==> src/rtl/led_pkg.sv <==
// Shared LED matrix types and constants.
// Used by the scan driver and the game block.
package led_pkg;
  localparam int ROWS = 8;
  localparam int COLS = 8;

  typedef logic [0:COLS-1] line_t;

  localparam line_t LED_OFF_LINE = 8'hFF;

  typedef enum logic {
    S_BLANK,
    S_DRIVE
  } scan_state_t;
endpackage

==> src/rtl/led_frame_buffer.sv <==
// Double buffer for the LED frame: pending capture,
// active scan copy, swap only on a frame boundary.
module led_frame_buffer
  import led_pkg::*;
(
  input  logic             clk_1000,
  input  logic             restart,
  input  line_t [ROWS-1:0] frame_in,
  input  logic             frame_valid,
  input  logic             boundary,
  output line_t [ROWS-1:0] active_nxt,
  output logic             swap
);

  line_t [ROWS-1:0] active;
  line_t [ROWS-1:0] pending;
  logic             pend_flag;

  // A frame arriving on the boundary edge bypasses pending.
  always_comb begin
    active_nxt = active;
    swap       = 1'b0;
    if (boundary) begin
      if (frame_valid) begin
        active_nxt = frame_in;
        swap       = 1'b1;
      end else if (pend_flag) begin
        active_nxt = pending;
        swap       = 1'b1;
      end
    end
  end

  always_ff @(posedge clk_1000) begin
    if (restart) begin
      active    <= {ROWS{LED_OFF_LINE}};
      pending   <= {ROWS{LED_OFF_LINE}};
      pend_flag <= 1'b0;
    end else begin
      active <= active_nxt;
      if (frame_valid) begin
        pending <= frame_in;
      end
      pend_flag <= swap ? 1'b0
                        : (pend_flag | frame_valid);
    end
  end

endmodule

==> src/rtl/led_matrix_scan.sv <==
// Row-multiplexed 8x8 LED scan driver with
// per-row dwell and anti-ghost blanking.
module led_matrix_scan
  import led_pkg::*;
#(
  parameter int DWELL = 1,
  parameter int BLANK = 1
) (
  input  logic             clk_1000,
  input  logic             restart,
  input  line_t [ROWS-1:0] frame_in,
  input  logic             frame_valid,
  output logic [ROWS-1:0]  row_sel,
  output line_t            col_n,
  output logic             frame_swap,
  output logic             frame_start
);

  localparam int MAXC = (DWELL > BLANK) ? DWELL : BLANK;
  localparam int CW   = $clog2(MAXC + 1);

  localparam logic [CW-1:0] DWELL_M1 = CW'(DWELL - 1);
  localparam logic [CW-1:0] BLANK_M1 =
    CW'((BLANK > 0) ? BLANK - 1 : 0);
  localparam scan_state_t FIRST =
    (BLANK > 0) ? S_BLANK : S_DRIVE;
  localparam logic [2:0] LAST_ROW = 3'(ROWS - 1);

  scan_state_t      state;
  logic [2:0]       row_idx;
  logic [CW-1:0]    phase;
  logic             at_end;
  logic             swap;
  line_t [ROWS-1:0] active_nxt;

  led_frame_buffer u_buf (
    .clk_1000    (clk_1000),
    .restart     (restart),
    .frame_in    (frame_in),
    .frame_valid (frame_valid),
    .boundary    (at_end),
    .active_nxt  (active_nxt),
    .swap        (swap)
  );

  // state/row_idx/phase name the cycle the next edge presents;
  // at_end marks that the cycle on the pins is row 7's last drive.
  always_ff @(posedge clk_1000) begin
    if (restart) begin
      state       <= FIRST;
      row_idx     <= '0;
      phase       <= '0;
      at_end      <= 1'b0;
      row_sel     <= '0;
      col_n       <= LED_OFF_LINE;
      frame_swap  <= 1'b0;
      frame_start <= 1'b0;
    end else begin
      frame_swap  <= swap;
      frame_start <= (state == FIRST) &&
                     (row_idx == '0) &&
                     (phase == '0);
      at_end      <= 1'b0;
      row_sel     <= '0;
      col_n       <= LED_OFF_LINE;
      unique case (state)
        S_BLANK: begin
          if (phase == BLANK_M1) begin
            state <= S_DRIVE;
            phase <= '0;
          end else begin
            phase <= phase + CW'(1);
          end
        end
        S_DRIVE: begin
          row_sel <= ROWS'(1) << row_idx;
          col_n   <= active_nxt[row_idx];
          if (phase == DWELL_M1) begin
            at_end  <= (row_idx == LAST_ROW);
            row_idx <= row_idx + 3'd1;
            phase   <= '0;
            state   <= FIRST;
          end else begin
            phase <= phase + CW'(1);
          end
        end
      endcase
    end
  end

endmodule

==> config.mk <==
export PLATFORM = sky130hd
export DESIGN_NAME = led_matrix_scan
export DESIGN_NICKNAME = d
export VERILOG_FILES = /design/src/rtl/led_pkg.sv /design/src/rtl/led_frame_buffer.sv /design/src/rtl/led_matrix_scan.sv
export SDC_FILE = /design/constraint.sdc
export NUM_CORES = 1
export LEC_CHECK = 0
export ABC_AREA = 1
export BUFFER_PORTS_ARGS = -buffer_cell sky130_fd_sc_hd__buf_4
export CAP_MARGIN = 20
export CORE_ASPECT_RATIO = 0.9
export CORE_UTILIZATION = 30
export CTS_CLUSTER_SIZE = 25
export DETAILED_ROUTE_END_ITERATION = 16
export PLACE_DENSITY = 0.55
export REMOVE_ABC_BUFFERS = 1
export SYNTH_ARGS = -nofsm -noshare
export SYNTH_HDL_FRONTEND = slang
export SYNTH_SLANG_ARGS = --single-unit
==> constraint.sdc <==
create_clock -name clk_1000 -period 4.24 [get_ports clk_1000]
set_input_delay 1.06 -clock clk_1000 [delete_from_list [all_inputs] [get_ports clk_1000]]
set_output_delay 1.06 -clock clk_1000 [all_outputs]
set_load 0.02 [all_outputs]
# Word-level counts from Yosys, hierarchy flattened
# Cells that the tools add are included.
[word_totals]
out_inout_bits = 18
reg_bits = 153
inputBits = 67
elab_cells = 52
[classes]
n_shift = 1
eq_ne = 1
n_bitwise = 3
mux = 11
n_addsub = 2
order_cmp = 1
reduce_logical = 8
[op_table]
columns = ["op", "n"]
rows = [
  ["$mux W64", 3],
  ["$bmux W8 S3", 1],
  ["$mux W8", 1],
  ["$shl A1 B3 Y8 const A", 1],
  ["$reduce_or A2 Y1", 3],
  ["$mux W1", 5],
  ["$lt A3 B4 Y1 const B", 1],
  ["$add A3 B1 Y3 const B", 1],
  ["$eq A3 B3 Y1 const B", 1],
  ["$logic_not A3 Y1", 1],
  ["$reduce_or A3 Y1", 1],
  ["$logic_and A1 B1 Y1", 2],
  ["$not A1 Y1", 2],
  ["$pmux W1 S2", 1],
  ["$reduce_and A2 Y1", 1],
  ["$add A1 B1 Y1 const B", 1],
  ["$or A1 B1 Y1", 1],
]

# Logic depth before layout (Yosys ltp)
[depth]
ltp_word = 5
ltp_mapped = 11
depth_no_buf = 9

# Cells and area by module
# A second synthesis with hierarchy kept.
[hier_totals]
cells_unflattened = 989
area_unflattened_um2 = 6702.7
[by_module_without_submodules]
columns = ["mod", "cells_each", "instances", "area_per_inst_um2", "seq_area_each_um2"]
rows = [
  ["led_frame_buffer", 767, 1, 5310.1, 2582.5],
  ["led_matrix_scan", 222, 1, 1392.6, 480.5],
]

# Least setup slack after synthesis
# No wires, ideal clock.
[synth_path]
path_type = "input-to-reg"
startpoint = "in frame_valid"
endpoint = "reg col_n[0]"
path_stages = 11
slack_ps = 2280
arrival_time_ps = 1851
path_buffers = 2
required_time_ps = 4131
setup_time_ps = 109
cell_sequence = "inv_2 > buf_4 > buf_2 > nand3_1 > nand2_1 > nand2_1 > nand3_1 > nand3_1 > nand3_1 > nand2_1 > inv_1"
[synth_via]
elab_chain_cells = 4
[synth_lines]
columns = ["element", "line", "text"]
rows = [
  ["from (decl)", "led_matrix_scan.sv:12", "input logic frame_valid,"],
  ["$mux W64", "led_frame_buffer.sv:24", "if (frame_valid) begin"],
  ["$mux W64", "led_frame_buffer.sv:23", "if (boundary) begin"],
  ["$bmux W8 S3", "led_matrix_scan.sv:77", "col_n <= active_nxt[row_idx];"],
  ["$mux W8 (implied by the code)", "led_matrix_scan.sv:77", ""],
  ["to (signal assigned)", "led_matrix_scan.sv:77", ""],
  ["to (decl)", "led_matrix_scan.sv:14", "output line_t col_n,"],
]
# No other way between the ends. The select of a mux whose other input is x is not followed.
# A chain may end at the register's enable or synchronous reset.

# Final worst setup path
[layout_path]
startpoint = "reg row_idx[1]"
endpoint = "reg row_idx[1]"
[layout_via]
elab_chain_cells = 1
[layout_lines]
columns = ["element", "line", "text"]
rows = [
  ["from (decl)", "led_matrix_scan.sv:30", "logic [2:0] row_idx;"],
  ["from (signal assigned)", "led_matrix_scan.sv:80", "row_idx <= row_idx + 3'd1;"],
  ["$add A3 B1 Y3", "led_matrix_scan.sv:80", ""],
]
# No other way between the ends.

==> reports/results.ini <==
[drt]
final_routed_wire_length_divided_by_cell_count_microns = 13.6
drcViolationCount = 0
vias_per_cell = 4.71
routed_wl_microns = 17000
drt_pre_antenna_iters = 5
route.vias.total = 5899
detail-route-antenna-nets = 0
drtIter0Drc = 410

[grt]
first_global_vias = 5539
grt_start_max_net_pins = 103
grt_remaining_overflow = 0
grt_pass1_wl_microns = 28200
gr-usage-all-layers_pct = 16.2
number_of_antenna_violations_at_the_first_check_in_global_routing = 0

[placement]
dpl.cell_count = 1221
port_buffers = 84
gp_congestion = 0.707
dp.final_hpwl_microns = 10500

[finish]
final_net_count = 1027
antennaDiodeCount = 0
final_common_cell = nand2_1
drive_gt1_share_pct = 13.7
n_fill_cell = 2228
mostFrequentLayoutCells = nand2_1, nand3_1, dfxtp_1, buf_4, inv_1
finalNonFillerCells = 1252
finalCoreUtilization_pct = 37.0
synthToLayoutAreaGrowth_pct = 20.4

[logic_synthesis]
synth.cell_area_sq_um = 6420
synthesis.yosys.warnings = 0
post_synth_num_cell_types = 19
post_synth_inst_count = 906
ys_ff_latch = 153
synth-seq-area-share_pct = 47.7
synth_area_per_cell_sq_um = 7.09

[cts]
clk_path_buf_depth = 2
clk_root_buffer_cell = clkbuf_16
worst_skew_pair.late_latency_ns = 0.42
ctsHtreeMaxLevel = 4
clk_transition_reported_paths_ns = 0.06
tritoncts.num_buffers = 17
post_cts_hold_fix_bufs = 0
clock_tree_from_tritoncts = yes
sinks_on_the_clock_net = 153
post_cts_resize_count = 0
cts_setup_buffers = 0

[floorplanning]
core_sq_um = 20900
initial_core_util_pct = 30.7
num_io_pins = 85
die_extent_in_x_microns = 156
dieArea_sq_um = 22000
rows = 50
die_height_microns = 141

[sta]
final_max_slew_viols = 0
max_slew_margin_pct = 34.1
final.period_utilization_pct = 66.0
timing_hold_violations_final = 0
fmaxAchievable_mhz = 357
fin_setup_tns_ns = 0
rsz0062_at_grt = false
final_critical_path_required_period_ns = 2.80
clock-skew-final_ns = 0.00663
fin_worst_hold_slack_ns = 0.451
setup-violations-final = 0
worst_slew_pin_slew_ns = 0.988

[worst_setup_path]
worst_ep_required_time_ns = 4.53
worstSetupPathType = flop to flop
critPathArrivalTime_ns = 3.09
critical_path.endpoint_type = flop
worst-path-stages = 4
cp_slowest_stage_delay_ns = 0.93
critical_path.max_fanout = 19
path_delay_family = flip-flops
worst_setup_path_start_kind = flop
crit_path_end = row_idx[1]$_SDFFE_PP0P_
setup.worst_path.start = row_idx[1]$_SDFFE_PP0P_
crit-reg2reg-launch = row_idx[1]$_SDFFE_PP0P_
timing.critical_path.slowest_stage_cell = dfxtp_1
worst-r2r-setup-slack_ns = 1.44
regToRegEndpoint = row_idx[1]$_SDFFE_PP0P_
crit_chain = clkinv_1 -> ha_1 -> o21ai_0 -> a21oi_1
crit_buf_inv = 1
reg2regPathDepth = 4

[pwr]
power.density_cell_area_nw_per_um2 = 419
worst_ir_drop_vdd_uv = 249
static_leakage_power_nw = 3.68

[worst_hold_path]
hold_start = state$_SDFF_PP0_
path_class_of_the_lowest_slack_min_delay_path = flop to flop

[status]
status = finished, final reports clean

[flow_run]
maxCapViolations = 0

==> cell type report <==
| cell class | count | area, sq um | area share [%] |
|---|---|---|---|
| Tap cell | 286 | 358 | 4.63 |
| Inverter | 22 | 85.1 | 1.10 |
| Sequential cell | 153 | 3070 | 39.6 |
| Clock inverter | 11 | 97.6 | 1.26 |
| Multi-Input combinational cell | 665 | 2960 | 38.2 |
| Timing Repair Buffer | 95 | 713 | 9.22 |
| Clock buffer | 20 | 457 | 5.91 |
==> cell usage after synthesis, drive strengths merged <==
master	n	area share (%)
clkinv	2	0.12
inv	20	1.2
clkbuf	18	1.1
conb	1	0.058
ha	6	1.2
nand2	330	19
o21ai	4	0.31
buf	48	4.1
nand3	305	24
nor3	2	0.16
nor2	14	0.90
dfxtp	153	48
a21oi	3	0.23
==> worst register-to-register path: stages (launching register included) <==
cell and delay (ns):
dfxtp_1 0.93, clkinv_1 0.93, ha_1 0.58, o21ai_0 0.18
a21oi_1 0.05
==> how the worst min path moves through the flow <==
stage | depth (start not counted) | to | slack [ns]
after floorplan | 1 | frame_start$_SDFF_PP0_ | 0.43
after global placement | 2 | u_buf.pending[40]$_SDFFE_PP1P_ | 0.44
after detailed placement | 2 | u_buf.pending[42]$_SDFFE_PP1P_ | 0.44
after CTS | 2 | u_buf.pending[26]$_SDFFE_PP1P_ | 0.46
after global routing | 2 | u_buf.pending[51]$_SDFFE_PP1P_ | 0.47
final | 1 | frame_start$_SDFF_PP0_ | 0.45
==> where the power goes <==
group          switching [mW]  total (mW)  internal, mW
Sequential             0.0293        1.52          1.49
Clock                   0.599        1.43         0.833
Combinational           0.177       0.287         0.110
Total                   0.805        3.24          2.43
==> sequential cells by signal, summed over array words and instances (netlist names), 3 cells and up <==
| register | cells |
|---|---|
| col_n | 8 |
| row_sel | 8 |
| u_buf.pending | 64 |
| row_idx | 3 |
| u_buf.active | 64 |
==> cells by family (layout without fill, tap and decap cells) <==
family	count (synthesis)	in the layout	synth area share (%)
flops	153	153	47.7
simple gates	651	651	44.1
compound gates	7	7	0.545
buf+inv	88	148	6.45
other cells	1	1	0.0584
fa+ha+maj	6	6	1.17
==> per-layer routing <==
metal / vias to the layer above / global-route usage [%] / wire [microns]
li1: 3072 / - / -
met1: 2688 / 22.4 / 8590
met2: 128 / 25.0 / 7520
met3: 11 / 3.47 / 758
met4: 0 / 5.11 / 146
met5: - / 0 / 0
==> stage by stage <==
| stage | instance area [sq um] | power, mW | worst slack, ns |
|---|---|---|---|
| 2_1_floorplan | 6090 | 1.71 | 0.445 |
| 3_3_place_gp | 7180 | 1.84 | 1.13 |
| 3_5_place_dp | 7180 | 1.84 | 1.13 |
| 4_1_cts | 7730 | 3.28 | 1.37 |
| 5_1_grt | 7730 | 3.39 | 1.25 |
| 6_report | 7730 | 3.24 | 1.44 |
Power figures use the tool's default switching activity.
